`src/rtl/iter_div_unit_if.sv`:
```
// Divide request/response interface between the execute stage (master) and
// the iterative divider (slave).
interface iter_div_unit_if #(
    parameter int WIDTH = 32
);
    logic             start;
    logic             signed_div;
    logic [WIDTH-1:0] dividend;
    logic [WIDTH-1:0] divisor;
    logic             accept;
    logic             cancel;
    logic             busy;
    logic             done;
    logic [WIDTH-1:0] quotient;
    logic [WIDTH-1:0] remainder;

    modport master (
        output start, signed_div, dividend, divisor, accept, cancel,
        input  busy, done, quotient, remainder
    );

    modport slave (
        input  start, signed_div, dividend, divisor, accept, cancel,
        output busy, done, quotient, remainder
    );
endinterface

```
`src/rtl/iter_div_unit.sv`:
```
// Multi-cycle restoring divider for DIV/DIVU: quotient to LO, remainder to HI.
// Optional early completion for |dividend| < |divisor| under ITER_DIV_EARLY_OUT_EN.
module iter_div_unit #(
    parameter int WIDTH = 32,
    parameter int CNT_W = 5
) (
    input  logic            clk,
    input  logic            reset,
    iter_div_unit_if.slave  bus
);

    typedef enum logic [1:0] {
        ST_IDLE = 2'd0,
        ST_CALC = 2'd1,
        ST_SIGN = 2'd2,
        ST_DONE = 2'd3
    } state_t;

    function automatic logic [WIDTH-1:0] neg_val(input logic [WIDTH-1:0] v);
        return ~v + WIDTH'(1);
    endfunction

    function automatic logic [WIDTH-1:0] mag_of(input logic [WIDTH-1:0] v, input logic is_signed);
        return (is_signed && v[WIDTH-1]) ? neg_val(v) : v;
    endfunction

    state_t           state_r;
    logic [CNT_W-1:0] cnt_r;
    logic [WIDTH-1:0] rem_r;
    logic [WIDTH-1:0] dvd_r;
    logic [WIDTH-1:0] dsr_r;
    logic             q_neg_r;
    logic             r_neg_r;
    logic             zero_div_r;
    logic             skip_fix_r;
    logic             busy_r;
    logic             done_r;
    logic [WIDTH-1:0] quotient_r;
    logic [WIDTH-1:0] remainder_r;

    logic [WIDTH-1:0] mag_a_s;
    logic [WIDTH-1:0] mag_b_s;
    logic [WIDTH:0]   shift_s;
    logic [WIDTH:0]   trial_s;
    logic [WIDTH-1:0] next_rem_s;
    logic [WIDTH-1:0] next_dvd_s;
    logic [WIDTH-1:0] q_fix_s;
    logic [WIDTH-1:0] r_fix_s;
    logic             early_s;

    // Operand magnitudes, one restoring step, and final sign correction.
    always_comb begin
        mag_a_s = mag_of(bus.dividend, bus.signed_div);
        mag_b_s = mag_of(bus.divisor, bus.signed_div);
        shift_s = {rem_r, dvd_r[WIDTH-1]};
        trial_s = shift_s - {1'b0, dsr_r};
        if (trial_s[WIDTH]) begin
            next_rem_s = shift_s[WIDTH-1:0];
            next_dvd_s = {dvd_r[WIDTH-2:0], 1'b0};
        end else begin
            next_rem_s = trial_s[WIDTH-1:0];
            next_dvd_s = {dvd_r[WIDTH-2:0], 1'b1};
        end
        // Divide-by-zero keeps the all-ones quotient regardless of operand signs.
        if (q_neg_r && !zero_div_r && !skip_fix_r) begin
            q_fix_s = neg_val(dvd_r);
        end else begin
            q_fix_s = dvd_r;
        end
        if (r_neg_r && !skip_fix_r) begin
            r_fix_s = neg_val(rem_r);
        end else begin
            r_fix_s = rem_r;
        end
`ifdef ITER_DIV_EARLY_OUT_EN
        early_s = (mag_a_s < mag_b_s) && (mag_b_s != {WIDTH{1'b0}});
`else
        early_s = 1'b0;
`endif
    end

    // Divider control FSM with registered status and result outputs.
    always_ff @(posedge clk or posedge reset) begin
        if (reset) begin
            state_r     <= ST_IDLE;
            cnt_r       <= {CNT_W{1'b0}};
            rem_r       <= {WIDTH{1'b0}};
            dvd_r       <= {WIDTH{1'b0}};
            dsr_r       <= {WIDTH{1'b0}};
            q_neg_r     <= 1'b0;
            r_neg_r     <= 1'b0;
            zero_div_r  <= 1'b0;
            skip_fix_r  <= 1'b0;
            busy_r      <= 1'b0;
            done_r      <= 1'b0;
            quotient_r  <= {WIDTH{1'b0}};
            remainder_r <= {WIDTH{1'b0}};
        end else begin
            case (state_r)
                ST_IDLE: begin
                    if (bus.start && !bus.cancel) begin
                        dsr_r      <= mag_b_s;
                        q_neg_r    <= bus.signed_div & (bus.dividend[WIDTH-1] ^ bus.divisor[WIDTH-1]);
                        r_neg_r    <= bus.signed_div & bus.dividend[WIDTH-1];
                        zero_div_r <= (bus.divisor == {WIDTH{1'b0}});
                        cnt_r      <= {CNT_W{1'b0}};
                        busy_r     <= 1'b1;
                        if (early_s) begin
                            rem_r      <= bus.dividend;
                            dvd_r      <= {WIDTH{1'b0}};
                            skip_fix_r <= 1'b1;
                            state_r    <= ST_SIGN;
                        end else begin
                            rem_r      <= {WIDTH{1'b0}};
                            dvd_r      <= mag_a_s;
                            skip_fix_r <= 1'b0;
                            state_r    <= ST_CALC;
                        end
                    end else begin
                        state_r <= ST_IDLE;
                    end
                end
                ST_CALC: begin
                    if (bus.cancel) begin
                        busy_r  <= 1'b0;
                        state_r <= ST_IDLE;
                    end else begin
                        rem_r <= next_rem_s;
                        dvd_r <= next_dvd_s;
                        cnt_r <= cnt_r + CNT_W'(1);
                        if (cnt_r == CNT_W'(WIDTH - 1)) begin
                            state_r <= ST_SIGN;
                        end else begin
                            state_r <= ST_CALC;
                        end
                    end
                end
                ST_SIGN: begin
                    busy_r <= 1'b0;
                    if (bus.cancel) begin
                        state_r <= ST_IDLE;
                    end else begin
                        quotient_r  <= q_fix_s;
                        remainder_r <= r_fix_s;
                        done_r      <= 1'b1;
                        state_r     <= ST_DONE;
                    end
                end
                ST_DONE: begin
                    if (bus.cancel || bus.accept) begin
                        done_r  <= 1'b0;
                        state_r <= ST_IDLE;
                    end else begin
                        state_r <= ST_DONE;
                    end
                end
                default: begin
                    busy_r  <= 1'b0;
                    done_r  <= 1'b0;
                    state_r <= ST_IDLE;
                end
            endcase
        end
    end

    assign bus.busy      = busy_r;
    assign bus.done      = done_r;
    assign bus.quotient  = quotient_r;
    assign bus.remainder = remainder_r;

endmodule

```
`src/flat_wrapper.sv`:
```
// flat-port wrapper written by rule: the top's interface ports become plain ports
module iter_div_unit_flat 
#(
    parameter int WIDTH = 32,
    parameter int CNT_W = 5
)
  (clk, reset, bus_start, bus_signed_div, bus_dividend, bus_divisor, bus_accept, bus_cancel, bus_busy, bus_done, bus_quotient, bus_remainder);
  iter_div_unit_if #(.WIDTH(WIDTH)) bus_i ();
  input  logic clk;
  input  logic reset;
  input wire logic [$bits(bus_i.start)-1:0] bus_start;
  input wire logic [$bits(bus_i.signed_div)-1:0] bus_signed_div;
  input wire logic [$bits(bus_i.dividend)-1:0] bus_dividend;
  input wire logic [$bits(bus_i.divisor)-1:0] bus_divisor;
  input wire logic [$bits(bus_i.accept)-1:0] bus_accept;
  input wire logic [$bits(bus_i.cancel)-1:0] bus_cancel;
  output wire logic [$bits(bus_i.busy)-1:0] bus_busy;
  output wire logic [$bits(bus_i.done)-1:0] bus_done;
  output wire logic [$bits(bus_i.quotient)-1:0] bus_quotient;
  output wire logic [$bits(bus_i.remainder)-1:0] bus_remainder;
  assign bus_i.start = bus_start;
  assign bus_i.signed_div = bus_signed_div;
  assign bus_i.dividend = bus_dividend;
  assign bus_i.divisor = bus_divisor;
  assign bus_i.accept = bus_accept;
  assign bus_i.cancel = bus_cancel;
  assign bus_busy = bus_i.busy;
  assign bus_done = bus_i.done;
  assign bus_quotient = bus_i.quotient;
  assign bus_remainder = bus_i.remainder;
  iter_div_unit #(.WIDTH(WIDTH), .CNT_W(CNT_W)) u_core (.clk(clk), .reset(reset), .bus(bus_i));
endmodule
```
`config.mk`:
```
export PLATFORM = sky130hd
export DESIGN_NAME = iter_div_unit_flat
export DESIGN_NICKNAME = d
export VERILOG_FILES = /design/src/rtl/iter_div_unit_if.sv /design/src/rtl/iter_div_unit.sv /design/src/flat_wrapper.sv
export SDC_FILE = /design/constraint.sdc
export NUM_CORES = 1
export LEC_CHECK = 0
export BUFFER_PORTS_ARGS = -buffer_cell sky130_fd_sc_hd__clkbuf_2
export CORE_MARGIN = 4
export CORE_UTILIZATION = 60
export CTS_CLUSTER_DIAMETER = 80
export DETAILED_ROUTE_END_ITERATION = 12
export GPL_TIMING_DRIVEN = 0
export PLACE_DENSITY = 0.82
export SLEW_MARGIN = 25
export SYNTH_ARGS = -nofsm -noshare
export SYNTH_HDL_FRONTEND = slang
export SYNTH_SLANG_ARGS = --single-unit
```
`constraint.sdc`:
```
create_clock -name clk -period 9.3 [get_ports clk]
set_input_delay 0.465 -clock clk [delete_from_list [all_inputs] [get_ports clk]]
set_output_delay 0.465 -clock clk [all_outputs]
set_load 0.01 [all_outputs]
```
### Word-level counts from Yosys, hierarchy flattened

Index checks and enable logic that the tools add are counted.

* bits in read-only memories: 0
* input bits: 70
* memory bits (writable): 0
* output and inout port bits: 66
* bits in registers: 172
* bits in latches: 0
* memories: 0

* divide/modulo/power cells: 0
* $add $sub $neg: 6
* magnitude comparators: 0
* mux-type cells: 27
* equal/unequal tests: 9
* $mul: 0
* shift-type cells: 0
* bitwise operators: 8
* reductions and logical operators: 17

Operators by type and width (number)
* $mux W32: 9
* $add A32 B1 Y32 const B: 4
* $not A32 Y32: 4
* $pmux W32 S2: 2
* $sub A33 B32 Y33: 1
* $logic_not A32 Y1: 1
* $mux W5: 2
* $pmux W5 S2: 1
* $reduce_and A3 Y1: 3
* $mux W2: 4
* $pmux W2 S4: 1
* $mux W1: 6
* $ne A2 B2 Y1 const B: 3
* $add A5 B1 Y5 const B: 1
* $eq A5 B5 Y1 const B: 1
* $eq A2 B2 Y1 const B: 2
* $logic_and A1 B1 Y1: 4
* $ne A2 B1 Y1 const B: 2
* $reduce_and A2 Y1: 2
* $reduce_bool A2 Y1: 2
* $pmux W1 S3: 1
* $reduce_bool A3 Y1: 1
* $and A1 B1 Y1: 2
* $eq A2 B1 Y1 const B: 1
* 6 further kinds: 7

### Longest topological paths before layout

Gate-level depths: netlist of run 1.

* word-level depth: 5
* depth in mapped cells: 14
* mapped depth without buffers: 12

### Worst setup path before layout of run 1

No wires, ideal clock.

* path type: register to register
* from: register u_core.dvd_r[31]
* to: register u_core.rem_r[0]
* buffers on the path: 2
* setup slack: 6.303 ns
* clock period less this slack: 2.997 ns
* cell stages (with the launch flop): 15
* required time: 9.163 ns
* arrival time: 2.860 ns
* cells stage by stage: dfrtp_1 > inv_1 > ha_1 > fa_1 > nor2b_1 > o31ai_1 > a21oi_1 > a32oi_2 > a21oi_2 > mux2_4 > and2_1 > buf_6 > buf_6 > o211ai_1 > o21ai_0

* cells in the longest elaborated chain, start to end: 4

RTL lines
* start: declaration: line iter_div_unit.sv:30 `logic [WIDTH-1:0] dvd_r;`
* start signal: assignment: line iter_div_unit.sv:88 `dvd_r <= {WIDTH{1'b0}};`
* start signal: assignment: line iter_div_unit.sv:110 `dvd_r <= {WIDTH{1'b0}};`
* start signal: assignment: line iter_div_unit.sv:115 `dvd_r <= mag_a_s;`
* $sub A33 B32 Y33: line iter_div_unit.sv:56 `trial_s = shift_s - {1'b0, dsr_r};`
* $mux W32 (*): line iter_div_unit.sv:57 `if (trial_s[WIDTH]) begin`
* $mux W32 (*): line iter_div_unit.sv:124 `if (bus.cancel) begin`
* $pmux W32 S2 (*): line iter_div_unit.sv:99 `case (state_r)`
* end signal: assignment: line iter_div_unit.sv:109 `rem_r <= bus.dividend;`
* end signal: assignment: line iter_div_unit.sv:114 `rem_r <= {WIDTH{1'b0}};`
* end signal: assignment: line iter_div_unit.sv:128 `rem_r <= next_rem_s;`
* end: declaration: line iter_div_unit.sv:29 `logic [WIDTH-1:0] rem_r;`

Every way passes the cells marked *; elsewhere a longest branch is shown, timed or not. The select of a mux whose other input is x is not followed.
A chain may end at the register's enable or synchronous reset.

### Worst setup path in the final report of run 1

* from: register u_core.dvd_r[31]
* to: register u_core.rem_r[14]

* cells in the longest elaborated chain, start to end: 4

RTL lines (line)
* $sub A33 B32 Y33: iter_div_unit.sv:56
* $mux W32: iter_div_unit.sv:57
* $mux W32: iter_div_unit.sv:124
* $pmux W32 S2: iter_div_unit.sv:99

Every way passes these cells. The select of a mux whose other input is x is not followed.

==> run summary, run 1 <==
status - completed
RSZ-0062 raised after global routing - false
Seq/Total Area, Yosys - 38.00%
hold buffer count at CTS - 0
CP cell instances - inv_1 > ha_1 > fa_1 > nor2b_1 > o31ai_1 > a21oi_1 > a32oi_2 > a21oi_2 > mux2_4 > and2_1 > buf_6 > buf_6 > mux2i_1 > o21ai_1
post-route minimum period - 3648 ps
first-pass GRT wire length - 49.59 mm
worst hold path class - in2async
leading area contributor after synthesis - dfrtp_1
VDD IR max - 0.0001466 V
Chip Width - 145.4 µm
WL/cell - 17.07 µm
DRT Wirelength - 30.07 mm
Crit path arrival time - 3940 ps
GP Congestion - 0.9453
most common cell in the netlist - nand2_1
final hold vios - 0
post-CTS setup buffer count - 0
crit end category - flip-flop
setup TNS - 0 ps
Starting DRT DRC Count - 919
DRT antenna net count - 0
Flop pwr share - 40.6%
FP Rows - 49
Post-CTS Resized - 0
r2r setup slk - 5650 ps
antenna violations before repair - 0
die area - 0.02114 mm²
Worst setup SP type - flip-flop
switching fraction of total power - 35.67%
Post-synth top cells - nand2_1, o21ai_0, dfrtp_1
Max H-tree Level - 4
Post-DP HPWL - 23.24 mm
Root Driver - clkbuf_16
port bufs - 135
CTS buffer count - 17
Mapped Nets - 1479
worst path buffer plus inverter count - 3
# DRC - 0
worst setup path class - reg2reg
Sink Count - 172
clock buffer depth - 2
Reg clk slew, reported paths - 80 ps
syn avg cell area - 8.298 µm²
P_int - 0.001453 W
Worst path top cell family by delay - compound AO/OA/AOI/OAI gates
total track usage - 28.35%
via count - 10510
Layout area overhead - 14.02%
Max Slew Vio Count - 0
Clock Skews - 9.815 ps
Max Freq - 274.1 MHz
clock share of power - 31.8%
Post-Syn Area - 0.01133 mm²
vias in the first global route - 9845
Post-synth ARST share - 100.0%
Max-slew headroom - 44.55%
CP max FO - 10
# nets final - 1634
synth warn - 0
Vias/cell - 5.963
measured slew at the worst slew-check pin - 824.1 ps
Synth Instances - 1365
Pleak - 5.915 nW
drt pass-1 iters - 6
layout cells sized above 1 - 13.31%
main area contributors after synthesis - dfrtp_1, o21ai_0, nand2_1
total grt overflow - 0
io pins - 136
Post-synth EDFFs - 0
library cells used by synthesis - 69
endpoints failing setup - 0
Post-Place Worst Slack - 5767 ps
CTS tree - yes
P_sw - 0.0008056 W
Most used DFF post-synth - dfrtp_1
Skew-Pair Late Insertion Delay - 440 ps
Initial Util - 62.00%
Worst Slack Setup Final - 5652 ps
CP most frequent cell - buf_6
CP max stage delay - 410 ps
number of synthesized register bits - 172
combinational share of power - 27.6%
MaxCap Viol Count - 0
CP max stage cell - dfrtp_1
Die Y-Extent - 145.4 µm
PD cells - 174.9 mW/mm²
top-area cell type share of the netlist area - 38.00%
diode count - 0
Req. time, crit path - 9590 ps
Core Footprint - 0.01827 mm²
largest net degree at the start of global routing - 105
Final period util - 39.22%
[power groups by stage]
stage | logic (W) | registers [W] | clock network (W)
after floorplan | 0.000455 | 0.000897 | 0
after global placement | 0.000591 | 0.000922 | 0
after detailed placement | 0.000608 | 0.000927 | 0
after CTS | 0.000615 | 0.000914 | 0.000723
after global routing | 0.000700 | 0.000927 | 0.000758
final | 0.000623 | 0.000918 | 0.000718
[per-layer routing]
metal / GRT usage [%] / vias to the layer above / wire (µm)
li1: - / 5081 / -
met1: 42.13 / 4939 / 13730
met2: 43.87 / 443 / 13390
met3: 4.142 / 44 / 2495
met4: 7.502 / 0 / 461
met5: 0 / - / 0
[state kept, by name, indices dropped and copies added (netlist names)]
signal	cells
u_core.bus.quotient	32
u_core.q_neg_r	1
u_core.bus.done	1
u_core.bus.busy	1
u_core.zero_div_r	1
u_core.dsr_r	32
u_core.state_r	2
u_core.cnt_r	5
u_core.r_neg_r	1
u_core.bus.remainder	32
u_core.dvd_r	32
u_core.rem_r	32
[metrics by stage]
step / cells / total power (W) / util (%) / hold WS (ps) / area [µm²]
6_report: 1762 / 0.002259 / 70.69 / 155.2 / 12910
5_1_grt: 1762 / 0.002386 / 70.69 / 230.9 / 12910
4_1_cts: 1762 / 0.002253 / 70.69 / 182.4 / 12910
3_5_place_dp: 1730 / 0.001535 / 67.46 / 470.3 / 12320
3_3_place_gp: 1729 / 0.001513 / 67.26 / 461.7 / 12290
2_1_floorplan: 1365 / 0.001352 / - / 449.8 / 11330
[layout by cell type, fill, tap and decap left out, types with 25 or more instances in the layout]
| cell type | synthesis | final |
|---|---|---|
| nor2_1 | 79 | 79 |
| clkbuf_1 | 54 | 54 |
| dfrtp_1 | 172 | 172 |
| o31ai_1 | 27 | 27 |
| a21oi_1 | 91 | 91 |
| xnor2_1 | 61 | 61 |
| nand2_1 | 239 | 239 |
| o21ai_0 | 187 | 187 |
| clkbuf_2 | 0 | 135 |
| mux2i_1 | 25 | 25 |
| xor2_1 | 80 | 80 |
| ha_1 | 43 | 43 |
| inv_1 | 57 | 56 |
[cells by family after synthesis]
family | after synthesis | share of synthesized area, %
mux | 26 | 2.342
flops | 172 | 38.00
compound gates | 405 | 21.00
xor+xnor | 141 | 10.90
buf+inv | 125 | 4.496
fa+ha+maj | 44 | 4.927
simple gates | 452 | 18.34
[path summary, 6_finish.rpt]
path,start,to,depth (start not counted)
worst max register to register,u_core.dvd_r[31],u_core.rem_r[14],14
max in group asynchronous,reset,u_core.cnt_r[4],3
min in group clk,bus_divisor[30],u_core.zero_div_r,2
worst max-delay path,u_core.dvd_r[31],u_core.rem_r[14],14
worst min register to register,u_core.bus.remainder[1],u_core.bus.remainder[1],2
worst min-delay path,reset,u_core.bus.remainder[11],2
[cell type report]
class,count,area [µm²]
plain buffers,68,295.3
fillers,1496,5355
inverters,57,221.5
flip-flops and latches,172,4304
repair buffers,136,703.2
well taps,229,286.5
clock buffers,17,425.4
multi-input cells,1068,6514
clock inverters,15,165.2
No activity file was read; power rests on OpenSTA's default activity.
==> run 2: changes to the inputs <==
==> constraint.sdc (replaced) <==
create_clock -name clk -period 3.52 [get_ports clk]
set_input_delay 0.176 -clock clk [delete_from_list [all_inputs] [get_ports clk]]
set_output_delay 0.176 -clock clk [all_outputs]
set_load 0.01 [all_outputs]
==> run 2 against run 1 <==
Compared with the run above:
- via count is 0.97% higher
- largest cell class unchanged
- setup slack worse by 5500 ps
- combinational power grew to 2.7 times the previous value
- fmax rose by 8.3%
- clock power rose to 2.5 times the previous value
- global-route usage is 0.13 points higher
- final area up 1.0%
- flip-flop and latch count unchanged
- largest power group unchanged
- non-clock buffer count up 10
- clock skew is 0.68 ps lower
==> run summary, run 2 (same netlist as run 1, synthesis figures left out) <==
status - completed
GRT busiest layer - met2
Reg clk slew, reported paths - 70 ps (about the same)
Starting DRT DRC Count - 919 (unchanged)
grt met2 use - 44.43% (+0.56 points)
worst hold path class - in2reg
commonest cells after routing, fill and taps aside - nand2_1, o21ai_0, dfrtp_1
Post-DP HPWL - 23.88 mm (+2.7%)
Chip Width - 145.4 µm (unchanged)
die area - 0.02114 mm² (unchanged)
Power, Total - 0.005937 W (+160%)
MaxCap Viol Count - 0 (unchanged)
Crit path arrival time - 3670 ps (-270 ps)
Sink Count - 172 (unchanged)
Max Slew Vio Count - 0 (unchanged)
Final period util - 95.72% (+57 points)
FP Rows - 49 (unchanged)
CTS tree - yes
CP max FO - 6 (-4)
Core Footprint - 0.01827 mm² (unchanged)
Worst setup SP type - flip-flop
endpoints failing setup - 0 (unchanged)
Initial Util - 62.00% (unchanged)
CTS buffer count - 17 (unchanged)
Req. time, crit path - 3820 ps (-5770 ps)
setup TNS - 0 ps (unchanged)
first-pass GRT wire length - 49.88 mm (+0.58%)
drt pass-1 iters - 5 (-1)
Max-slew headroom - 43.68% (-0.88 points)
Vias/cell - 5.987 (+0.40%)
GP Congestion - 0.9490 (+0.39%)
largest net degree at the start of global routing - 34 (-68%)
DRT Wirelength - 30.24 mm (+0.56%)
layout cells sized above 1 - 14.06% (+0.76 points)
PD cells - 455.0 mW/mm² (+160%)
met1 Use GR - 42.41% (+0.28 points)
measured slew at the worst slew-check pin - 837.1 ps (+13.01 ps)
vias in the first global route - 9879 (+0.35%)
# nets final - 1644 (+0.61%)
# DRC - 0 (unchanged)
hold wc startpoint - bus_divisor[31]
total grt overflow - 0 (unchanged)
Die Y-Extent - 145.4 µm (unchanged)
final hold vios - 0 (unchanged)
Root Driver - clkbuf_16
total track usage - 28.48% (+0.13 points)
DRT antenna net count - 0 (unchanged)
Layout area overhead - 15.18%
clock buffer depth - 2 (unchanged)
Max Freq - 296.8 MHz (+8.3%)
CP startpoint - u_core.rem_r[4]
Pleak - 5.946 nW (+0.53%)
commonest non-fill, non-tap cell in the layout - nand2_1
worst setup path class - reg2reg
diode count - 0 (unchanged)
Clock Skews - 9.136 ps (-0.6789 ps)
RSZ-0062 raised after global routing - false
FF-to-FF Start - u_core.rem_r[4]
crit end category - flip-flop
post-route minimum period - 3369 ps (-278.2 ps)
io pins - 136 (unchanged)
via count - 10610 (+0.97%)
Skew-Pair Late Insertion Delay - 440 ps (about the same)
Max H-tree Level - 4 (unchanged)
GR Util met3 - 3.924% (-0.22 points)
port bufs - 135 (unchanged)
antenna violations before repair - 0 (unchanged)
WL/cell - 17.07 µm (about the same)
VDD IR max - 0.0003502 V (+140%)
run 2: per-stage QoR:
stage                     utilization (%)  hold slack, ps  area, µm²  worst slack, ps  std cells
after floorplan                         -           271.8      11330            522.9       1365
after global placement              67.29           404.2      12290            81.08       1729
after detailed placement            67.83           282.8      12390            37.81       1734
after CTS                           71.08           20.06      12990            25.62       1768
after global routing                71.41           51.80      13050            31.51       1772
final                               71.41           24.78      13050            150.5       1772
run 2: path summary, 6_finish.rpt:
| kind | slack, ps | cells past startpoint | to |
|---|---|---|---|
| setup / recovery | 150 | 10 | u_core.rem_r[25] |
| min in group asynchronous | 370 | 3 | u_core.bus.remainder[10] |
| hold reg to reg | 480 | 2 | u_core.bus.remainder[4] |
| hold / removal | 20 | 2 | u_core.zero_div_r |
| max in group asynchronous | 2350 | 5 | u_core.dsr_r[31] |
| setup reg to reg | 150 | 10 | u_core.rem_r[25] |
run 2: final cells by class:
| cell class | count | area, µm² |
|---|---|---|
| buffer | 68 | 295.3 |
| inverter | 57 | 217.7 |
| sequential | 172 | 4304 |
| timing repair buffer | 146 | 825.8 |
| multi-input combinational | 1068 | 6544 |
| clock buffer | 18 | 439.2 |
| fill | 1472 | 5224 |
| tap | 229 | 286.5 |
| clock inverter | 14 | 133.9 |
run 2: timing repair:
| action | in CTS | in global routing |
|---|---|---|
| resized for setup | 0 | 6 |
| hold buffers | 2 | 0 |
| endpoints found under the hold margin | 25 | 0 |
| setup buffers | 0 | 4 |
| setup endpoints to repair | 0 | 33 |
run 2: critical path, cell delays in order, from the launching register on:
cell and delay, ps:
dfrtp_1 460, ha_1 340, o21ai_0 300, a21o_1 190
nor2_1 40, a221oi_1 530, o31ai_1 330, nor4b_1 230
or4_1 550, a31oi_1 180, o21ai_0 90
run 2: metal layers:
metal / vias up / part of all wire, %
met5: - / 0
met4: 0 / 1.6
met3: 51 / 7.7
met2: 436 / 45
met1: 5023 / 46
li1: 5099 / -
run 2: report_power, final:
part           total (W)  switching, W  leakage, nW  internal, W
Sequential       0.00242      0.000246         2.29      0.00218
Clock            0.00183      0.000828        0.272      0.00100
Combinational    0.00168       0.00101         3.39     0.000672
Total            0.00594       0.00208         5.95      0.00385
